--- config.mk ---
export PLATFORM = sky130hd
export DESIGN_NAME = mcu_seq_flat
export DESIGN_NICKNAME = d
export VERILOG_FILES = /design/src/rtl/mcu_seq_if.sv /design/src/rtl/mcu_seq.sv /design/src/flat_wrapper.sv
export SDC_FILE = /design/constraint.sdc
export NUM_CORES = 1
export LEC_CHECK = 0
export CAP_MARGIN = 10
export CORE_MARGIN = 2
export CORE_UTILIZATION = 52
export CTS_CLUSTER_SIZE = 12
export DETAILED_ROUTE_END_ITERATION = 12
export PLACE_DENSITY = 0.82
export SLEW_MARGIN = 40
export SYNTH_ARGS = -nofsm -noshare
export SYNTH_HDL_FRONTEND = slang
export SYNTH_SLANG_ARGS = --single-unit
--- constraint.sdc ---
create_clock -name clk -period 3.4 [get_ports clk]
set_clock_uncertainty 0.2 [all_clocks]
set_input_delay 0.68 -clock clk [delete_from_list [all_inputs] [get_ports clk]]
set_output_delay 0.68 -clock clk [all_outputs]
set_load 0.1 [all_outputs]
--- src/rtl/mcu_seq_if.sv ---
// mcu_seq_if: sequencer <-> pc / decoder / datapath bundle.
// master = sequencer side, slave = surrounding MCU side.
`ifndef INST_DEPTH
`define INST_DEPTH 8
`endif

interface mcu_seq_if #(
   parameter int INST_DEPTH = `INST_DEPTH,
   parameter int SP_W       = 2
);
   logic                  run;
   logic [INST_DEPTH-1:0] pc_addr;
   logic                  dec_halt;
   logic                  dec_ret;
   logic                  dec_call;
   logic                  dec_jmp;
   logic                  dec_jz;
   logic [INST_DEPTH-1:0] dec_target;
   logic                  zero;
   logic                  busy;
   logic                  pc_count;
   logic                  pc_load;
   logic [INST_DEPTH-1:0] pc_addr_in;
   logic                  ir_load;
   logic                  exec_en;
   logic                  halted;
   logic                  err;
   logic [SP_W:0]         stack_lvl;

   modport master (
      input  run, pc_addr, dec_halt, dec_ret, dec_call,
      input  dec_jmp, dec_jz, dec_target, zero, busy,
      output pc_count, pc_load, pc_addr_in, ir_load,
      output exec_en, halted, err, stack_lvl
   );

   modport slave (
      output run, pc_addr, dec_halt, dec_ret, dec_call,
      output dec_jmp, dec_jz, dec_target, zero, busy,
      input  pc_count, pc_load, pc_addr_in, ir_load,
      input  exec_en, halted, err, stack_lvl
   );
endinterface

--- src/rtl/mcu_seq.sv ---
// mcu_seq: fetch/decode/execute sequencer, sole driver of the pc
// controls, with a small return-address stack for call/ret.
`ifndef INST_DEPTH
`define INST_DEPTH 8
`endif

module mcu_seq #(
   parameter int INST_DEPTH = `INST_DEPTH,
   parameter int SP_W       = 2
) (
   input  logic      clk,
   input  logic      rst,
   mcu_seq_if.master bus
);
   localparam int DEPTH = 2 ** SP_W;

   typedef enum logic [1:0] {
      FETCH, DECODE, EXEC, HALT
   } state_t;

   state_t                state;
   logic [INST_DEPTH-1:0] stack [DEPTH];
   logic [SP_W:0]         lvl;
   logic [INST_DEPTH-1:0] held;
   logic                  halted_q;
   logic                  err_q;

   logic                  empty;
   logic                  full;
   logic [SP_W-1:0]       wr_idx;
   logic [SP_W-1:0]       rd_idx;
   logic [INST_DEPTH-1:0] ret_addr;
   logic                  do_halt;
   logic                  do_err;
   logic                  do_pop;
   logic                  do_push;
   logic                  ld;
   logic                  cnt;
   logic [INST_DEPTH-1:0] ld_val;

   assign empty    = (lvl == '0);
   assign full     = (lvl == (SP_W+1)'(DEPTH));
   assign wr_idx   = lvl[SP_W-1:0];
   assign rd_idx   = lvl[SP_W-1:0] - SP_W'(1);
   assign ret_addr = bus.pc_addr + INST_DEPTH'(1);

   // Resolve the instruction in the EXEC exit cycle, halt > ret > call > jmp > jz.
   always_comb begin
      do_halt = 1'b0;
      do_err  = 1'b0;
      do_pop  = 1'b0;
      do_push = 1'b0;
      ld      = 1'b0;
      cnt     = 1'b0;
      ld_val  = held;
      if (state == EXEC && !bus.busy && !rst) begin
         if (bus.dec_halt) begin
            do_halt = 1'b1;
         end else if (bus.dec_ret) begin
            if (empty) begin
               do_halt = 1'b1;
               do_err  = 1'b1;
            end else begin
               do_pop = 1'b1;
               ld     = 1'b1;
               ld_val = stack[rd_idx];
            end
         end else if (bus.dec_call) begin
            if (full) begin
               do_halt = 1'b1;
               do_err  = 1'b1;
            end else begin
               do_push = 1'b1;
               ld      = 1'b1;
               ld_val  = bus.dec_target;
            end
         end else if (bus.dec_jmp || (bus.dec_jz && bus.zero)) begin
            ld     = 1'b1;
            ld_val = bus.dec_target;
         end else begin
            cnt = 1'b1;
         end
      end
   end

   assign bus.pc_count   = cnt;
   assign bus.pc_load    = ld;
   assign bus.pc_addr_in = rst ? '0 : ld_val;
   assign bus.ir_load    = (state == DECODE) && !rst;
   assign bus.exec_en    = (state == EXEC) && !rst;
   assign bus.halted     = halted_q;
   assign bus.err        = err_q;
   assign bus.stack_lvl  = lvl;

   // Sequencer FSM with stack level, sticky error and held load address.
   always_ff @(posedge clk) begin
      if (rst) begin
         state    <= FETCH;
         lvl      <= '0;
         held     <= '0;
         halted_q <= 1'b0;
         err_q    <= 1'b0;
      end else begin
         unique case (state)
            FETCH:  if (bus.run) state <= DECODE;
            DECODE: state <= EXEC;
            EXEC: begin
               if (!bus.busy) begin
                  state    <= do_halt ? HALT : FETCH;
                  halted_q <= do_halt;
               end
            end
            HALT:   state <= HALT;
         endcase
         if (do_err)  err_q <= 1'b1;
         if (ld)      held  <= ld_val;
         if (do_push) lvl   <= lvl + (SP_W+1)'(1);
         if (do_pop)  lvl   <= lvl - (SP_W+1)'(1);
      end
   end

   // Return-address storage; contents are don't-care beyond lvl.
   always_ff @(posedge clk) begin
      if (do_push) stack[wr_idx] <= ret_addr;
   end
endmodule

--- src/flat_wrapper.sv ---
// flat-port wrapper written by rule: the top's interface ports become plain ports
module mcu_seq_flat 
#(
   parameter int INST_DEPTH = `INST_DEPTH,
   parameter int SP_W       = 2
)
  (clk, rst, bus_run, bus_pc_addr, bus_dec_halt, bus_dec_ret, bus_dec_call, bus_dec_jmp, bus_dec_jz, bus_dec_target, bus_zero, bus_busy, bus_pc_count, bus_pc_load, bus_pc_addr_in, bus_ir_load, bus_exec_en, bus_halted, bus_err, bus_stack_lvl);
  mcu_seq_if #(.INST_DEPTH(INST_DEPTH), .SP_W(SP_W)) bus_i ();
  input  logic clk;
  input  logic rst;
  input wire logic [$bits(bus_i.run)-1:0] bus_run;
  input wire logic [$bits(bus_i.pc_addr)-1:0] bus_pc_addr;
  input wire logic [$bits(bus_i.dec_halt)-1:0] bus_dec_halt;
  input wire logic [$bits(bus_i.dec_ret)-1:0] bus_dec_ret;
  input wire logic [$bits(bus_i.dec_call)-1:0] bus_dec_call;
  input wire logic [$bits(bus_i.dec_jmp)-1:0] bus_dec_jmp;
  input wire logic [$bits(bus_i.dec_jz)-1:0] bus_dec_jz;
  input wire logic [$bits(bus_i.dec_target)-1:0] bus_dec_target;
  input wire logic [$bits(bus_i.zero)-1:0] bus_zero;
  input wire logic [$bits(bus_i.busy)-1:0] bus_busy;
  output wire logic [$bits(bus_i.pc_count)-1:0] bus_pc_count;
  output wire logic [$bits(bus_i.pc_load)-1:0] bus_pc_load;
  output wire logic [$bits(bus_i.pc_addr_in)-1:0] bus_pc_addr_in;
  output wire logic [$bits(bus_i.ir_load)-1:0] bus_ir_load;
  output wire logic [$bits(bus_i.exec_en)-1:0] bus_exec_en;
  output wire logic [$bits(bus_i.halted)-1:0] bus_halted;
  output wire logic [$bits(bus_i.err)-1:0] bus_err;
  output wire logic [$bits(bus_i.stack_lvl)-1:0] bus_stack_lvl;
  assign bus_i.run = bus_run;
  assign bus_i.pc_addr = bus_pc_addr;
  assign bus_i.dec_halt = bus_dec_halt;
  assign bus_i.dec_ret = bus_dec_ret;
  assign bus_i.dec_call = bus_dec_call;
  assign bus_i.dec_jmp = bus_dec_jmp;
  assign bus_i.dec_jz = bus_dec_jz;
  assign bus_i.dec_target = bus_dec_target;
  assign bus_i.zero = bus_zero;
  assign bus_i.busy = bus_busy;
  assign bus_pc_count = bus_i.pc_count;
  assign bus_pc_load = bus_i.pc_load;
  assign bus_pc_addr_in = bus_i.pc_addr_in;
  assign bus_ir_load = bus_i.ir_load;
  assign bus_exec_en = bus_i.exec_en;
  assign bus_halted = bus_i.halted;
  assign bus_err = bus_i.err;
  assign bus_stack_lvl = bus_i.stack_lvl;
  mcu_seq #(.INST_DEPTH(INST_DEPTH), .SP_W(SP_W)) u_core (.clk(clk), .rst(rst), .bus(bus_i));
endmodule
==> out/qor.yml <==
outcome:
  status: "finished clean"
drt:
  drt_pass1_iterations: 4
  drtIter0Drc: 55
  drt-vias-per-instance: 5.61
  drt-total-wl_um: 4450
  drc_errors: 0
  final_antenna_net_count: 0
  wire_per_inst_um: 15.3
  route.vias.total: 1633
yosys:
  netlist_instances: 191
  syn_nets: 223
  seq_area_frac_synth: 0.534
  ys_ff_latch: 47
  synthXorXnorAreaFrac: 0.0260
  synthFlopType: "edfxtp_1"
  yosysUniqueCellTypes: 44
  synthArstFlopShare: 0
  synth_edf_count: 32
  synth_compound_area_frac: 0.121
  synthAdderAreaFrac: 0.0350
  synth_mux_area_frac: 0.0763
  syn_area_um2: 2360
  synthSimpleGateAreaFrac: 0.173
  synth_area_per_cell_um2: 12.4
  synth_warnings: 0
  synth_top_family_by_area: "simple AND/OR/NAND/NOR gates"
pwr:
  pwr-share-seq: 0.573
  power.leakage_uw: 0.00104
  switching_power_uw: 260
  p_per_area_nw_per_um2: 352
  ir_worst_vdd_mv: 0.255
  switching_share: 0.240
  clkPwrFrac: 0.298
  p_comb_frac: 0.129
  intPower_uw: 825
worst_setup_path:
  max_stage_delay_ps: 490
  path_cells: "clkdlybuf4s50_1 -> nor4b_4 -> and4b_2 -> nand2b_1 -> o2111a_2 -> buf_12"
  setup.worst_path.start_class: "input port"
  critPathBufInv: 2
  crit_family: "simple AND/OR/NAND/NOR gates"
  path_class: "in2out"
  crit_path_end_kind: "primary output"
  crit_fanout: 8
  cp_data_arrival_time_ps: 2420
  cp_slowest_cell: "clkdlybuf4s50_1"
  crit_required_ps: 2520
sta:
  max_freq_mhz: 303
  setup_violations: 0
  timing.final.crit_share: 0.969
  period_needed_ps: 3300
  fin_tns_setup_ps: 0
  slew_violations: 0
  hold_violations: 0
  relSlewSlack: 0.719
  fin_ws_ps: 105
  rsz0062_at_grt: "false"
  tightest_slew_ps: 421
floorplanning:
  core_um2: 4350
  dieWidth_um: 71.4
  dieHeight_um: 71.4
  ios: 43
  initial_utilization: 0.543
  die_area_um2: 5100
  row_count: 24
place:
  portBuffers: 42
  dpl_worst_slack_ps: 24.8
  gp_congestion: 0.775
  placed_cells: 283
  place_hpwl_um: 3290
min_path:
  min_path_type: "reg2reg"
clocking:
  cts_buffer_depth: 2
  post_cts.repair.setup_buffers: 0
  htree_levels: 2
  cts_buffers: 5
  cts.sinks: 47
  ctsRootBufferMaster: "clkbuf_8"
  cts_tree: "done"
  clk_latency_ps: 300
  hold_buffers: 0
  path_clk_slew_ps: 80
  ctsResizeCount: 0
finish:
  area_delta_synth_final_pct: 30.6
  final_cell_mix: "32 x edfxtp_1, 25 x clkdlybuf4s50_1, 17 x nand2_1"
  fin_cells: 291
  finalNetCount: 270
  antennaDiodeCount: 0
  layout_commonest_cell: "edfxtp_1"
  drive_above_1_share: 0.243
global_routing:
  grtUsageTotal: 0.192
  grt-ovfl-total: 0
  grt_first_pass_wirelength_um: 7450
  grt_pass1_vias: 1562
  antenna_found_initial: 0
  grt_max_degree: 18
job:
  drv_cap: 0
registers in the layout (all words and copies together) (netlist names):
name and cells:
u_core.stack 32, u_core.held 8, u_core.bus.stack_lvl 3, u_core.state 2, u_core.bus.err 1, u_core.bus.halted 1
worst register-to-register path: stages, from the launching register on:
cell and delay (ps):
dfxtp_2 380, inv_1 90, ha_1 290, nand2b_1 330, nand3_1 160, fa_1 430
o22ai_1 200, a21oi_1 90, a311oi_1 240
synthesized netlist by cell type, types with 2 or more instances:
cell | number | share of area
a21oi_1 | 5 | 0.011
and2_1 | 5 | 0.013
and3_1 | 5 | 0.013
buf_2 | 3 | 0.0064
buf_4 | 2 | 0.0064
clkbuf_1 | 4 | 0.0064
dfxtp_1 | 15 | 0.13
edfxtp_1 | 32 | 0.41
ha_1 | 5 | 0.026
inv_1 | 6 | 0.0095
mux4_2 | 8 | 0.076
nand2_1 | 17 | 0.027
nand2b_1 | 11 | 0.029
nand3_1 | 12 | 0.025
nand3b_1 | 2 | 0.0064
nor2_1 | 10 | 0.016
nor3_1 | 3 | 0.0064
o2111a_1 | 14 | 0.067
o211a_1 | 2 | 0.0085
xnor2_1 | 5 | 0.019
xor2_1 | 2 | 0.0074
per-layer routing:
layer  GRT usage  up-vias  share of wire
li1            -      817              -
met1       0.268      766           0.47
met2       0.289       46           0.46
met3      0.0492        4          0.056
met4      0.0755        0          0.017
met5           0        -              0
final timing paths:
check	start	endpoint	slack (ps)	cells past startpoint
worst max-delay path	bus_dec_halt	bus_pc_addr_in[2]	100	6
worst min-delay path	u_core.bus.halted	u_core.bus.halted	300	2
worst max register to register	u_core.bus.stack_lvl[1]	u_core.bus.stack_lvl[2]	920	8
worst min register to register	u_core.bus.halted	u_core.bus.halted	300	2
area by class of cell:
| cell class | count | area [um^2] |
|---|---|---|
| Multi-Input combinational cell | 127 | 1040 |
| Sequential cell | 47 | 1270 |
| Inverter | 6 | 22.5 |
| Fill cell | 309 | 1270 |
| Tap cell | 52 | 65.1 |
| Clock inverter | 2 | 12.5 |
| Timing Repair Buffer | 51 | 608 |
| Clock buffer | 6 | 72.6 |
cells by family after synthesis:
family | after synthesis
flops | 47
compound gates | 32
mux | 8
xor+xnor | 7
simple gates | 74
buf+inv | 17
fa+ha+maj | 6
power groups by stage:
stage          Clock [uW]  Combinational, uW  Sequential [uW]
5_1_grt               359                149              623
6_report              323                139              622
3_5_place_dp            0                139              635
2_1_floorplan           0               69.3              641
3_3_place_gp            0                137              635
4_1_cts               333                140              622
through the flow:
step	util	cell area, um^2	hold slack [ps]	total power [uW]
2_1_floorplan	-	2390	288	710
3_3_place_gp	0.689	3000	266	772
3_5_place_dp	0.689	3000	293	774
4_1_cts	0.708	3080	304	1090
5_1_grt	0.708	3080	325	1130
6_report	0.708	3080	302	1080
Power figures use the tool's default switching activity.
